## config.mk

```make
export PLATFORM = sky130hd
export DESIGN_NAME = nibble_serial_tx_flat
export DESIGN_NICKNAME = d
export VERILOG_FILES = /design/src/rtl/nibble_serial_tx_if.sv /design/src/rtl/nibble_serial_tx.sv /design/src/flat_wrapper.sv
export SDC_FILE = /design/constraint.sdc
export NUM_CORES = 1
export LEC_CHECK = 0
export CELL_PAD_IN_SITES_DETAIL_PLACEMENT = 0
export CELL_PAD_IN_SITES_GLOBAL_PLACEMENT = 1
export CORE_MARGIN = 3
export CORE_UTILIZATION = 41
export CTS_CLUSTER_SIZE = 25
export DETAILED_ROUTE_END_ITERATION = 12
export PLACE_DENSITY_LB_ADDON = 0.1
export SLEW_MARGIN = 30
export SYNTH_ARGS = -nofsm -noshare
export SYNTH_HDL_FRONTEND = slang
export SYNTH_SLANG_ARGS = --single-unit
```

## constraint.sdc

```tcl
create_clock -name clk -period 2.25 [get_ports clk]
set_input_delay 0.3375 -clock clk [delete_from_list [all_inputs] [get_ports clk]]
set_output_delay 0.3375 -clock clk [all_outputs]
set_load 0.01 [all_outputs]
```

## src/rtl/nibble_serial_tx_if.sv

```systemverilog
// Parallel-word handshake between the upstream D-register stage and nibble_serial_tx.
interface nibble_serial_tx_if #(
    parameter int unsigned DATA_W = 4
);
    logic [DATA_W-1:0] d_in;
    logic              d_valid;
    logic              d_ready;

    modport master (output d_in, output d_valid, input d_ready);
    modport slave  (input d_in, input d_valid, output d_ready);
endinterface

```

## src/rtl/nibble_serial_tx.sv

```systemverilog
// Serializer: start bit, DATA_W data bits LSB first, optional even parity, stop bit.
// Parity slot is built only when NIBBLE_SERIAL_TX_PARITY_EN is defined.
module nibble_serial_tx #(
    parameter int unsigned DATA_W       = 4,
    parameter int unsigned CLKS_PER_BIT = 4
) (
    input  logic              clk,
    input  logic              rst,
    nibble_serial_tx_if.slave bus,
    output logic              tx,
    output logic              busy,
    output logic              done
);
    localparam int unsigned BW  = (CLKS_PER_BIT > 1) ? $clog2(CLKS_PER_BIT) : 1;
    localparam int unsigned BCW = (DATA_W > 1) ? $clog2(DATA_W) : 1;
    localparam logic [BW-1:0]  BAUD_LAST = BW'(CLKS_PER_BIT - 1);
    localparam logic [BW-1:0]  BAUD_PRE  = BW'(CLKS_PER_BIT - 2);
    localparam logic [BCW-1:0] BIT_LAST  = BCW'(DATA_W - 1);

    typedef enum logic [2:0] {
        S_IDLE,
        S_START,
        S_DATA,
`ifdef NIBBLE_SERIAL_TX_PARITY_EN
        S_PARITY,
`endif
        S_STOP
    } state_t;

    state_t            state_q;
    logic [BW-1:0]     baud_q;
    logic [BCW-1:0]    bit_q;
    logic [DATA_W-1:0] shift_q;
    logic [DATA_W-1:0] shift_d;
    logic              tx_q;
    logic              busy_q;
    logic              done_q;
`ifdef NIBBLE_SERIAL_TX_PARITY_EN
    logic              parity_q;
`endif

    assign shift_d     = shift_q >> 1;
    assign bus.d_ready = (state_q == S_IDLE) && !rst;
    assign tx          = tx_q;
    assign busy        = busy_q;
    assign done        = done_q;

    // Outputs are registered one state ahead, so each transition loads the value for the next slot.
    always_ff @(posedge clk) begin
        if (rst) begin
            state_q <= S_IDLE;
            baud_q  <= '0;
            bit_q   <= '0;
            tx_q    <= 1'b1;
            busy_q  <= 1'b0;
            done_q  <= 1'b0;
        end else begin
            case (state_q)
                S_IDLE: begin
                    if (bus.d_valid) begin
                        shift_q  <= bus.d_in;
`ifdef NIBBLE_SERIAL_TX_PARITY_EN
                        parity_q <= ^bus.d_in;
`endif
                        state_q  <= S_START;
                        baud_q   <= '0;
                        tx_q     <= 1'b0;
                        busy_q   <= 1'b1;
                    end
                end
                S_START: begin
                    if (baud_q == BAUD_LAST) begin
                        baud_q  <= '0;
                        bit_q   <= '0;
                        state_q <= S_DATA;
                        tx_q    <= shift_q[0];
                    end else begin
                        baud_q <= baud_q + BW'(1);
                    end
                end
                S_DATA: begin
                    if (baud_q == BAUD_LAST) begin
                        baud_q <= '0;
                        if (bit_q == BIT_LAST) begin
`ifdef NIBBLE_SERIAL_TX_PARITY_EN
                            state_q <= S_PARITY;
                            tx_q    <= parity_q;
`else
                            state_q <= S_STOP;
                            tx_q    <= 1'b1;
                            done_q  <= (CLKS_PER_BIT == 1);
`endif
                        end else begin
                            bit_q   <= bit_q + BCW'(1);
                            shift_q <= shift_d;
                            tx_q    <= shift_d[0];
                        end
                    end else begin
                        baud_q <= baud_q + BW'(1);
                    end
                end
`ifdef NIBBLE_SERIAL_TX_PARITY_EN
                S_PARITY: begin
                    if (baud_q == BAUD_LAST) begin
                        baud_q  <= '0;
                        state_q <= S_STOP;
                        tx_q    <= 1'b1;
                        done_q  <= (CLKS_PER_BIT == 1);
                    end else begin
                        baud_q <= baud_q + BW'(1);
                    end
                end
`endif
                S_STOP: begin
                    // done is raised one cycle early so the registered pulse lands on the final stop cycle.
                    if (baud_q == BAUD_LAST) begin
                        baud_q  <= '0;
                        state_q <= S_IDLE;
                        busy_q  <= 1'b0;
                        done_q  <= 1'b0;
                    end else begin
                        baud_q <= baud_q + BW'(1);
                        done_q <= (baud_q == BAUD_PRE);
                    end
                end
                default: begin
                    state_q <= S_IDLE;
                    tx_q    <= 1'b1;
                    busy_q  <= 1'b0;
                    done_q  <= 1'b0;
                end
            endcase
        end
    end
endmodule

```

## src/flat_wrapper.sv

```systemverilog
// flat-port wrapper written by rule: the top's interface ports become plain ports
module nibble_serial_tx_flat 
#(
    parameter int unsigned DATA_W       = 4,
    parameter int unsigned CLKS_PER_BIT = 4
)
  (clk, rst, tx, busy, done, bus_d_in, bus_d_valid, bus_d_ready);
  nibble_serial_tx_if #(.DATA_W(DATA_W)) bus_i ();
  input  logic clk;
  input  logic rst;
  output logic tx;
  output logic busy;
  output logic done;
  input wire logic [$bits(bus_i.d_in)-1:0] bus_d_in;
  input wire logic [$bits(bus_i.d_valid)-1:0] bus_d_valid;
  output wire logic [$bits(bus_i.d_ready)-1:0] bus_d_ready;
  assign bus_i.d_in = bus_d_in;
  assign bus_i.d_valid = bus_d_valid;
  assign bus_d_ready = bus_i.d_ready;
  nibble_serial_tx #(.DATA_W(DATA_W), .CLKS_PER_BIT(CLKS_PER_BIT)) u_core (.clk(clk), .rst(rst), .bus(bus_i), .tx(tx), .busy(busy), .done(done));
endmodule
```

# == Word level (Yosys, flattened, before mapping) ==
# Cells that the tools add are included.
# op_classes
mul,0
n_lt_le_gt_ge,0
shifts,0
muxes,29
n_addsub,2
div,0
bitwise_logic,4
reduce_logical,16
n_eq_ne,12
# op_table
cell,count
two-way mux 3 bit,5
two-way mux 4 bit,3
case mux 3 bit (4 select lines),1
two-way mux 2 bit,5
AND reduction 5 bit,2
two-way mux 1 bit,9
inequality test 2 x 1 -> 1 bit (second input constant),4
case mux 2 bit (2 select lines),2
case mux 4 bit (2 select lines),1
AND reduction 4 bit,2
equality test 2 bit (second input constant),3
equality test 3 x 2 -> 1 bit (second input constant),2
case mux 1 bit (3 select lines),2
AND reduction 3 bit,2
nonzero test 2 bit,3
adder 2 x 1 -> 2 bit (second input constant),2
inequality test 2 bit (second input constant),2
inverter 1 bit,4
case mux 1 bit (4 select lines),1
OR reduction 2 bit,2
equality test 3 x 1 -> 1 bit (second input constant),1
zero test 3 bit,1
OR reduction 3 bit,1
AND reduction 2 bit,1
2 further kinds,2
# word_totals
latchBits,0
output_inout_bits,4
n_memories,0
elab_cells,70
ram_bits,0
ff_bits,14
mem_bits_ro,0
in_bits,7

# == Longest topological paths before layout ==
# Gate-level depths: netlist (run 1).
# logic_depth
word_depth,4
ltp_mapped,6
depth_no_buf,5

# == Worst setup path before layout (run 1) ==
# No wires, ideal clock.
# synth_timing
path_type,register to register
start,reg u_core.state_q[0]
end,reg u_core.shift_q[0] (enable)
required_ns,1.889
synth_period_minus_slack_ns,1.670
setup_ns,0.361
path_stages_with_launch,6
arrival_time_ns,1.308
slack_ns,0.580
path_buffers,0
path_cell_list,dfxtp_1 -> inv_1 -> ha_1 -> inv_1 -> o21a_1 -> nor3_1
# synth_via
elab_chain_len,3
elab_cells_between_ends,7
classes_between,eq/ne (4); reduce/logical (3)
# synth_lines
element,line,text
from (decl),nibble_serial_tx.sv:30,state_t state_q;
from (signal assigned),nibble_serial_tx.sv:51,state_q <= S_IDLE;
from (signal assigned),nibble_serial_tx.sv:65,state_q <= S_START;
from (signal assigned),nibble_serial_tx.sv:75,state_q <= S_DATA;
equality test 3 x 2 -> 1 bit or zero test 3 bit (tied branches),nibble_serial_tx.sv:58,case (state_q)
"inequality test 2 x 1 -> 1 bit (no line), or another cell as far along",--,
AND reduction 5 bit (no line) (*),--,
to (signal assigned),nibble_serial_tx.sv:61,shift_q <= bus.d_in;
to (signal assigned),nibble_serial_tx.sv:95,shift_q <= shift_d;
to (decl),nibble_serial_tx.sv:33,logic [DATA_W-1:0] shift_q;
# Mark *: on every way between the ends. The rest lies on a longest branch, timed or not.
# A chain may end at the register's enable or synchronous reset.

# == Final worst setup path (run 1) ==
# layout_timing
start,reg u_core.state_q[0]
end,out bus_d_ready
# layout_via
elab_chain_len,2
# layout_lines
element,line,text
zero test 3 bit,nibble_serial_tx.sv:43,assign bus.d_ready = (state_q == S_IDLE) && !rst;
logical AND 1 bit,nibble_serial_tx.sv:43,
to (decl),flat_wrapper.sv:16,output wire logic [$bits(bus_i.d_ready)-1:0] bus_d_ready;
# No other way between the ends.

==> results.cfg, run 1 <==
[clock_network]
cts_tree = done
path_clk_slew_ns = 0.08
htreeDepth = 1
cts_buffer_depth = 2
numCtsBuffers = 3
insertion_delay_ns = 0.28
cts_hold_buffers = 0
cts_root_buf = clkbuf_4
numClockSinks = 13

[final_layout]
drive_gt1_share_pct = 12.75
area_delta_synth_final_pct = 17.44
final_util_pct = 54.41
antenna_cells = 0
fillers = 167
fin_nets = 121

[global_route]
antenna_found_initial = 0
grt_pass1_vias = 625
grt_pass1_wl_um = 2884
grt_remaining_overflow = 0
track_usage_pct = 14.47
grt_max_degree = 11

[floorplan]
core_um2 = 1858
start_util_pct = 46.33
fp-row-count = 15
die_area_um2 = 2685
io_pins = 11
fp.dieW_um = 51.82
die_h_um = 51.82

[critical_path]
path_class = reg2out
crit_path_end_kind = output port
worst_ep_required_time_ns = 1.91
cp.arrival_ns = 1.82
reg2reg_setup_slack_ns = 0.51
critical_path.max_fanout = 6
startpoint_type = flip-flop

[yosys]
ys_seq_area_share_pct = 34.88
synth.cell_area_um2 = 860.8
synth_seq_cells = 13
yosys.cell_types.count = 33
syn_inst = 89
synth.avg_cell_area_um2 = 9.672
syn_nets = 107
yosys_warnings = 0

[timing]
relSlewSlack_pct = 73.50
worstMarginPinSlew_ns = 0.3975
finalSetupViolCount = 0
maxSlewViolCount = 0
fin_crit_ns = 2.156
period_share_pct = 95.80
clock.fmax_mhz = 463.9
finClkSkew_ns = 0.0005447
hold_viol = 0

[run]
maxCapViolCount = 0

[detailed_routing]
vias = 670
first_pass_iters = 4
dr_wl_met2_um = 701
drtIter0Drc = 16
routed.top_layer = met4
wl_met1_um = 848
viasPerCell = 5.276
routedWlPerCell_um = 12.95
route.antenna.remaining_nets = 0
totalWireLength_um = 1645
drc = 0
wl_met3_um = 71

[pwr]
ir_drop_uv = 800.6
p_total_mw = 1.145
leakage_nw = 0.4013
power.density_nw_per_um2 = 1133

[status]
status = completed

[place]
port_buffers = 10
gp_congestion = 0.8053
dp_hpwl_um = 1241

[min_path]
min_path_type = reg2reg
-- power by group --
group / switching (mW) / internal (mW)
Clock: 0.0825 / 0.0660
Combinational: 0.320 / 0.302
Sequential: 0.0516 / 0.324
-- layout by cell type, fill, tap and decap left out, types with 3 or more instances in the layout --
cell             synthesis  routed
ha_1                    11      10
clkdlybuf4s50_1          0      10
dfxtp_1                  9       9
nand2_1                  7       7
inv_1                    7       6
a21oi_1                  5       5
nor2_1                   4       4
edfxtp_1                 4       4
mux2_2                   3       3
nor2b_1                  3       3
nor3_1                   3       3
o21ai_0                  3       3
mux2i_1                  3       3
clkbuf_4                 0       3
-- registers in the layout, indices dropped and copies added, names as in the netlist --
signal          flops
u_core.done         1
u_core.state_q      2
u_core.busy         1
u_core.tx           1
u_core.baud_q       2
u_core.shift_q      4
u_core.bit_q        2
-- cell usage after synthesis, drive strengths merged --
library cell  instances  share of area, %
a2111o                1               1.3
a211oi                1              0.87
a21oi                 5               2.9
a311oi                1               1.0
a31oi                 1              0.73
and2                  2               1.5
and2b                 1              0.87
buf                   2               2.6
clkbuf                1              0.44
dfxtp                 9                21
edfxtp                4                14
ha                   11                16
inv                   7               3.1
mux2                  3               3.9
mux2i                 3               3.5
nand2                 7               3.1
nand2b                2               1.5
nand3                 2               1.2
nand3b                2               1.7
nor2                  4               1.7
nor2b                 4               3.8
nor3                  3               1.7
nor3b                 1              0.87
nor4b                 1               1.0
o21a                  2               1.7
o21ai                 3               1.7
o21ba                 1               1.2
o221ai                1               1.0
o31ai                 1              0.87
o32a                  1               1.2
o41ai                 1               1.0
or4b                  1               1.2
-- critical path, stage by stage (launching register included) --
cell	delay, ns
dfxtp_1	0.35
inv_1	0.15
ha_2	0.25
inv_1	0.12
nor2_1	0.13
clkdlybuf4s50_1	0.54
-- per-stage QoR --
step,cell area [um2],worst slack [ns],TNS (ns),std cells,hold WS [ns]
after global routing,1011,-0.0004912,-0.0004912,127,0.5062
after CTS,1008,0.03968,0,127,0.4871
final,1011,0.09445,0,127,0.4808
after floorplan,860.8,0.5803,0,89,0.4585
after detailed placement,980.9,0.3828,0,123,0.4759
after global placement,980.9,0.4278,0,123,0.4684
-- metal layers --
metal	up-vias	global-route usage, %
li1	346	-
met2	13	20.08
met4	0	6.550
met5	-	0
met3	4	3.725
met1	307	20.60
-- cell type report --
type	count	area, um2	share of cell area (%)
timing repair buffer	12	115.1	11.39
clock inverter	1	5.005	0.4950
tap	25	31.28	3.094
multi-input combinational	66	510.5	50.50
sequential	13	300.3	29.70
inverter	7	26.28	2.599
clock buffer	3	22.52	2.228
-- path summary, 6_finish.rpt --
path	start	to	cells past startpoint
worst max register to register	u_core.state_q[0]$_SDFFE_PP0P_	u_core.done$_SDFFE_PP0P_	5
worst min register to register	u_core.done$_SDFFE_PP0P_	u_core.done$_SDFFE_PP0P_	2
worst min-delay path	u_core.done$_SDFFE_PP0P_	u_core.done$_SDFFE_PP0P_	2
worst max-delay path	u_core.state_q[0]$_SDFFE_PP0P_	bus_d_ready	5
-- cells by family (layout without fill, tap and decap cells) --
logic type                 after synthesis  in the layout  share of synthesized area (%)
AOI/OAI and AO/OA                       19             19                          15.55
buffers and inverters                   10             23                          6.105
DFF                                     13             13                          34.88
adders and majority gates               11             11                          15.99
and+or+nand+nor                         30             30                          20.06
muxes                                    6              6                          7.413
-- timing repair --
item,4_1_cts,5_1_grt
setup endpoints to repair,0,1
buffers inserted,0,0
resized for setup,0,2
Power figures use the tool's default switching activity.
==> run 2, diff against run 1 <==
--- a/config.mk
+++ b/config.mk
@@ -7,7 +7,6 @@
 export LEC_CHECK = 0
 export CELL_PAD_IN_SITES_DETAIL_PLACEMENT = 0
 export CELL_PAD_IN_SITES_GLOBAL_PLACEMENT = 1
-export CORE_MARGIN = 3
 export CORE_UTILIZATION = 41
 export CTS_CLUSTER_SIZE = 25
 export DETAILED_ROUTE_END_ITERATION = 12
==> results.cfg, run 2 (synthesis results as in run 1) <==
[status]
status = completed

[final_layout]
layout_common_cells = ha_1, clkdlybuf4s50_1, dfxtp_1
final_util_pct = 51.59
fin_nets = 121
fillers = 199
drive_gt1_share_pct = 10.78
largest_reg_flops = 4
area_delta_synth_final_pct = 17.59
finalNonFillerCells = 129
regMostFlops = u_core.shift_q
antenna_cells = 0

[detailed_routing]
route.antenna.remaining_nets = 0
first_pass_iters = 4
vias = 658
routedWlPerCell_um = 13.02
viasPerCell = 5.101
drc = 0
totalWireLength_um = 1679
drtIter0Drc = 16

[min_path]
hold_start = u_core.done$_SDFFE_PP0P_
hold_depth = 2
min_path_type = reg2reg

[timing]
worstMarginPinSlew_ns = 0.3904
maxSlewViolCount = 0
hold_viol = 0
relSlewSlack_pct = 73.92
fin_crit_ns = 2.127
fin_tns_setup_ns = 0
period_share_pct = 94.53
finClkSkew_ns = 0.002525
rsz0062_at_grt = no
finalSetupViolCount = 0
clock.fmax_mhz = 470.1

[floorplan]
die_h_um = 47.82
fp.dieW_um = 47.82
die_area_um2 = 2287
fp-row-count = 16
start_util_pct = 43.88
core_um2 = 1962
io_pins = 11

[critical_path]
startpoint_type = flip-flop
startpoint = u_core.state_q[1]$_SDFFE_PP0P_
r2r_start = u_core.baud_q[0]$_SDFFE_PP0P_
path_class = reg2out
cp.arrival_ns = 1.79
worst_ep_required_time_ns = 1.91
crit_path_end_kind = output port
critical_path.max_fanout = 6
rr_worst_depth = 5

[global_route]
grt_max_degree = 11
grt_pass1_vias = 578
track_usage_pct = 17.04
antenna_found_initial = 0
grt_pass1_wl_um = 2601
grt_remaining_overflow = 0

[pwr]
internal-power_uw = 693.7
pwr-share-comb_pct = 54.6
leakage_nw = 0.3985
switchingPower_uw = 448.2
sw_frac_of_total_pct = 39.25
p_clk_share_pct = 12.6
ir_drop_uv = 673.1
seq_power_share_pct = 32.8
power.density_nw_per_um2 = 1128

[clock_network]
numClockSinks = 13
cts_setup_buffers = 0
cts_buffer_depth = 2
htreeDepth = 1
cts_root_buf = clkbuf_4
cts_tree = done
numCtsBuffers = 3
insertion_delay_ns = 0.27
path_clk_slew_ns = 0.08

[place]
dpl.cell_count = 125
gp_congestion = 0.7316
port_buffers = 10
dp_hpwl_um = 1212

[run]
maxCapViolCount = 0
run 2: changes by cell type in the layout (fill, tap and decap cells not counted):
cell | before | now
clkbuf_1 | 0 | 1
inv_1 | 6 | 7
inv_2 | 1 | 0
clkinv_2 | 1 | 0
run 2: path summary, 6_finish.rpt:
path	to	slack, ns
worst min-delay path	u_core.done$_SDFFE_PP0P_	0.49
worst max register to register	u_core.shift_q[1]$_DFFE_PP_	0.53
worst max-delay path	bus_d_ready	0.12
worst min register to register	u_core.done$_SDFFE_PP0P_	0.49
run 2: power by group through the flow:
stage	Sequential, mW	Combinational, mW	Clock (mW)
2_1_floorplan	0.377	0.458	0
3_3_place_gp	0.379	0.613	0
3_5_place_dp	0.380	0.612	0
4_1_cts	0.375	0.617	0.152
5_1_grt	0.387	0.687	0.162
6_report	0.375	0.623	0.144
run 2: repair_timing:
action                                  CTS  global route
gates resized for setup                   0             1
endpoints found under the setup margin    0             1
hold buffers                              0             0
run 2: critical path: stages, from the launching register on:
cell and delay (ns):
dfxtp_1 0.35, inv_1 0.15, ha_2 0.25, inv_1 0.12, nor2_1 0.12, clkdlybuf4s50_1 0.54
run 2: layout make-up:
class	instances	area, um2	area share, %
timing repair buffer	12	115.1	11.37
clock buffer	4	26.28	2.596
tap	27	33.78	3.337
inverter	7	26.28	2.596
sequential	13	300.3	29.67
multi-input combinational	66	510.5	50.43
run 2: per-layer routing:
metal / part of all wire [%] / global-route usage [%]
met4: 0.71 / 3.333
met5: 0 / 0
met2: 44 / 23.78
met1: 50 / 23.85
met3: 5.2 / 8.302
run 2: stage by stage:
step | power, mW | setup slack, ns | instance area (um2) | hold WS (ns)
after detailed placement | 0.9917 | 0.4016 | 983.4 | 0.4687
after floorplan | 0.8357 | 0.5803 | 860.8 | 0.4585
after global placement | 0.9919 | 0.4362 | 983.4 | 0.4711
after CTS | 1.144 | 0.07380 | 1010 | 0.4872
after global routing | 1.236 | 0.01511 | 1012 | 0.4976
final | 1.142 | 0.1230 | 1012 | 0.4869
==> run 3, diff against run 2 <==
--- a/config.mk
+++ b/config.mk
@@ -8,7 +8,7 @@
 export CELL_PAD_IN_SITES_DETAIL_PLACEMENT = 0
 export CELL_PAD_IN_SITES_GLOBAL_PLACEMENT = 1
 export CORE_UTILIZATION = 41
-export CTS_CLUSTER_SIZE = 25
+export CTS_CLUSTER_SIZE = 20
 export DETAILED_ROUTE_END_ITERATION = 12
 export PLACE_DENSITY_LB_ADDON = 0.1
 export SLEW_MARGIN = 30
==> results of run 3 <==
Same layout as run 2: the final DEF is identical, and so are final timing and power.
